**src/rtl/fetch_controller.sv**
```systemverilog
// Instruction fetch sequencer: IDLE -> FETCH -> HOLD loop with a bounded memory wait. ins_valid rises 1 cycle after imem_ready.
// stall freezes HOLD. Optional HALT on ins 32'h0000000C when FETCH_HALT_EN is defined.
module fetch_controller #(
  parameter int              PC_W     = 10,
  parameter logic [PC_W-1:0] RESET_PC = '0,
  parameter int              TIMEOUT  = 15
) (
  input  logic            clk,
  input  logic            reset,
  input  logic            start,
  input  logic            stall,
  input  logic            PCSrc,
  input  logic [31:0]     sl2,
  input  logic            imem_ready,
  input  logic [31:0]     imem_rdata,
  output logic            imem_req,
  output logic [PC_W-1:0] imem_addr,
  output logic [PC_W-1:0] pc,
  output logic [31:0]     ins,
  output logic            ins_valid,
  output logic            halted
);

  typedef enum logic [2:0] {
    S_IDLE,
    S_FETCH,
    S_HOLD,
    S_ERR
`ifdef FETCH_HALT_EN
    , S_HALT
`endif
  } state_t;

  localparam logic [PC_W-1:0] PC_STEP = PC_W'(4);
  localparam logic [4:0]      WAIT_MAX = 5'(TIMEOUT);
`ifdef FETCH_HALT_EN
  localparam logic [31:0]     HALT_INS = 32'h0000000C;
`endif

  state_t          state, state_d;
  logic [PC_W-1:0] pc_d;
  logic [31:0]     ins_d;
  logic            vld_d;
  logic [3:0]      wcnt, wcnt_d;
  logic [4:0]      wait_next;
  logic [PC_W-1:0] branch_off;

  // Only the low PC_W bits of the offset matter; PC arithmetic wraps.
  logic unused_sl2;
  assign unused_sl2 = ^sl2;

  assign imem_addr  = pc;
  assign wait_next  = {1'b0, wcnt} + 5'd1;
  assign branch_off = PCSrc ? sl2[PC_W-1:0] : '0;

  always_ff @(posedge clk or negedge reset) begin
    if (!reset) begin
      state     <= S_IDLE;
      pc        <= RESET_PC;
      ins       <= '0;
      ins_valid <= 1'b0;
      wcnt      <= '0;
    end else begin
      state     <= state_d;
      pc        <= pc_d;
      ins       <= ins_d;
      ins_valid <= vld_d;
      wcnt      <= wcnt_d;
    end
  end

  always_comb begin
    state_d  = state;
    pc_d     = pc;
    ins_d    = ins;
    vld_d    = ins_valid;
    wcnt_d   = wcnt;
    imem_req = 1'b0;
    halted   = 1'b0;
    case (state)
      S_IDLE: begin
        if (start) begin
          state_d = S_FETCH;
          wcnt_d  = '0;
        end
      end
      S_FETCH: begin
        imem_req = 1'b1;
        // A response on the final allowed cycle wins over the timeout.
        if (imem_ready) begin
          ins_d   = imem_rdata;
          vld_d   = 1'b1;
          state_d = S_HOLD;
        end else begin
          wcnt_d = wait_next[3:0];
          if (wait_next == WAIT_MAX) begin
            state_d = S_ERR;
          end
        end
      end
      S_HOLD: begin
        if (!stall) begin
`ifdef FETCH_HALT_EN
          if (ins == HALT_INS) begin
            state_d = S_HALT;
          end else
`endif
          begin
            pc_d    = pc + PC_STEP + branch_off;
            vld_d   = 1'b0;
            wcnt_d  = '0;
            state_d = S_FETCH;
          end
        end
      end
      S_ERR: begin
        halted = 1'b1;
        vld_d  = 1'b0;
      end
`ifdef FETCH_HALT_EN
      S_HALT: begin
        halted = 1'b1;
      end
`endif
      default: begin
        state_d = S_IDLE;
      end
    endcase
  end

endmodule

```
**config.mk**
```make
export PLATFORM = sky130hd
export DESIGN_NAME = fetch_controller
export DESIGN_NICKNAME = d
export VERILOG_FILES = /design/src/rtl/fetch_controller.sv
export SDC_FILE = /design/constraint.sdc
export NUM_CORES = 1
export LEC_CHECK = 0
export BUFFER_PORTS_ARGS = -buffer_cell sky130_fd_sc_hd__buf_2
export CAP_MARGIN = 30
export CORE_ASPECT_RATIO = 0.7
export CORE_MARGIN = 4
export CORE_UTILIZATION = 46
export DETAILED_ROUTE_END_ITERATION = 10
export PLACE_DENSITY = 0.76
export SLEW_MARGIN = 15
export SYNTH_ARGS = -nofsm -noshare
export SYNTH_HDL_FRONTEND = slang
export SYNTH_SLANG_ARGS = --single-unit
```
**constraint.sdc**
```tcl
create_clock -name clk -period 2.61 [get_ports clk]
set_input_delay 0.522 -clock clk [delete_from_list [all_inputs] [get_ports clk]]
set_output_delay 0.522 -clock clk [all_outputs]
set_load 0.01 [all_outputs]
```
==> out/summary.txt <==
Pre-antenna DRT Iters -> 4
die area -> 0.00680 mm2
DR vias -> 1,972
# port buffers -> 102
Synth Flop Type -> dfrtp_1
Clk pin slew, worst setup/hold paths -> 0.09 ns
Cell Pwr Density -> 1130 mW/mm2
syn nets -> 313
Yosys cell types -> 31
area of the multi-input gates -> 0.00119 mm2
number of synthesized flops with an enable pin -> 0
Worst R2R End -> imem_addr[9]$_DFFE_PN0P_
clock buffer depth -> 2
Critical path origin -> PCSrc
worst-path fanout max -> 3
gr ovfl total -> 0
FF+latch count, synth -> 49
fraction of layout cells with a size suffix above 1 -> 47.6%
FF-to-FF Start -> imem_addr[1]$_DFFE_PN0P_
largest net degree at the start of global routing -> 33
final net count -> 417
Final min period -> 2.41 ns
Crit. End Element -> flip-flop
Avg Cell Area, Syn -> 11.4 um2
RSZ-0062 raised after global routing -> false
hold crit path type -> in2async
worst vdd ir -> 0.519 mV
Max Fclk -> 0.414 GHz
Total Power -> 3.66 mW
Fin Hold WS -> 0.149 ns
fin util -> 61.4%
Lkg Pwr -> 1.70 nW
Worst Setup Start Kind -> primary input
cells after synthesis -> 223
CTS tree -> built
final setup TNS -> 0 ns
Layout area overhead -> 27.6%
Reg area -> 0.00123 mm2
Die W -> 96.9 um
Worst EP required -> 2.83 ns
Max Cap Violations -> 0
initial DRC count -> 41
status -> finished clean
Placed Area -> 0.00312 mm2
fraction of registers with async set/reset -> 100%
FP Rows -> 22
Slew Limit Fails -> 0
hold violation count in the final report -> 0
finished layout cell area -> 0.00325 mm2
fillers -> 484
Layout Skew -> 0.00824 ns
period utilization -> 92.5%
vias in the first global route -> 1,837
DRT antenna net count -> 0
gp weighted congestion -> 0.867
number of vias per cell -> 4.93
Mapped Area -> 0.00254 mm2
sequential fraction of the synthesis area -> 48.2%
initial core utilization -> 48.1%
H-tree depth -> 2
Post-DP HPWL -> 4.33 mm
Slew Limit Headroom -> 59.0%
n_diodes -> 0
clock latency on the worst-skew pair -> 0.30 ns
R2R Setup Slk -> 0.21 ns
CTS Buf Count -> 5
# setup viols final -> 0
clk root buf -> clkbuf_8
Die Ht -> 70.2 um
core footprint -> 0.00529 mm2
Worst Tran Pin Value -> 0.613 ns
critical path arrival -> 2.63 ns
DRC Markers -> 0
Worst Setup EP -> imem_addr[9]$_DFFE_PN0P_
hold buffer count at CTS -> 0
Routed WL -> 5.27 mm
Sink Count -> 49
Routed wire per std cell -> 13.2 um
gr usage total -> 15.6%
antenna violations before repair -> 0
Critical Setup Path Class -> in2reg
Yosys Warn Count -> 0
first-pass GRT wire length -> 8.77 mm
worst reg-to-reg path cell count -> 8
Ports -> 125
-- area by class of cell --
cell class | count | area share [%]
clock buffer | 6 | 2.54
clock inverter | 2 | 1.16
inverter | 9 | 1.04
multi-input combinational | 150 | 36.7
sequential | 49 | 37.8
tap | 72 | 2.78
timing repair buffer | 112 | 18.0
-- where the power goes --
part	switching (mW)	internal (mW)
sequential	0.230	1.12
clock	0.248	0.312
combinational	0.871	0.880
total	1.35	2.31
-- timing repair --
| item | 4_1_cts | 5_1_grt |
|---|---|---|
| hold endpoints to repair | 0 | 0 |
| buffers inserted | 0 | 0 |
| resized for setup | 0 | 1 |
| setup endpoints to repair | 0 | 2 |
-- layout by cell type, fill, tap and decap left out, types with 2 or more instances in the layout --
cell / count
xnor2_1: 5
nand2b_1: 4
buf_2: 102
a21oi_1: 6
buf_4: 10
o21ai_0: 17
inv_1: 9
clkbuf_8: 6
mux2_2: 32
ha_1: 19
nor3_1: 3
o211ai_1: 2
xor2_1: 4
nand2_1: 25
a21o_1: 3
nor2_1: 3
and2_1: 9
a211oi_1: 3
dfrtp_1: 49
or3_1: 2
o22ai_1: 2
-- sequential cells by signal (all words and copies together) (netlist names) --
signal / flops
imem_addr: 10
ins: 32
ins_valid: 1
state: 2
wcnt: 4
-- metal layers --
metal	GRT usage [%]	up-vias	wire length (um)
met3	5.19	3	391
met2	24.3	67	2380
li1	-	968	-
met5	0	-	0
met1	21.7	934	2480
met4	2.34	0	20
-- cells in the mapped netlist (all sizes together) (3+ instances only) --
cell | count | area share (%)
buf | 14 | 3.7
a21o | 3 | 0.89
ha | 19 | 9.3
nand2b | 4 | 0.98
nor2 | 3 | 0.44
nor3 | 3 | 0.59
a211oi | 4 | 1.2
a21oi | 6 | 1.2
nand2 | 25 | 3.7
mux2 | 32 | 14
o21ai | 17 | 3.3
xor2 | 4 | 1.4
xnor2 | 5 | 1.7
dfrtp | 49 | 48
inv | 9 | 1.3
and2 | 9 | 2.2
-- critical path, cell delays in order --
cell,delay [ns]
buf_2,0.11
and2_1,0.13
ha_1,0.27
ha_1,0.23
fa_1,0.43
a211oi_2,0.25
o21ai_0,0.16
and4b_1,0.19
nor3_1,0.20
xnor2_1,0.14
-- through the flow --
| stage | std cells | setup slack (ns) |
|---|---|---|
| finish | 400 | 0.196 |
| global route | 400 | 0.0161 |
| CTS | 400 | 0.0888 |
| detailed placement | 392 | -0.210 |
| global placement | 392 | -0.213 |
| floorplan | 223 | 0.00788 |
-- how the worst min path moves through the flow --
stage                                     endpoint                 from
after floorplan           imem_addr[0]$_DFFE_PN0P_                reset
after global placement         wcnt[3]$_DFFE_PN0P_  wcnt[3]$_DFFE_PN0P_
after detailed placement       ins[21]$_DFFE_PN0P_                reset
after CTS                      ins[21]$_DFFE_PN0P_                reset
after global routing           ins[21]$_DFFE_PN0P_                reset
final                          ins[21]$_DFFE_PN0P_                reset
-- cell families after synthesis --
logic type / share of synthesized area (%)
mux: 14.6
flops: 48.2
compound gates: 8.36
xor+xnor: 3.10
simple gates: 10.4
buf+inv: 5.21
fa+ha+maj: 10.1
(Power assumes the default switching activity.)
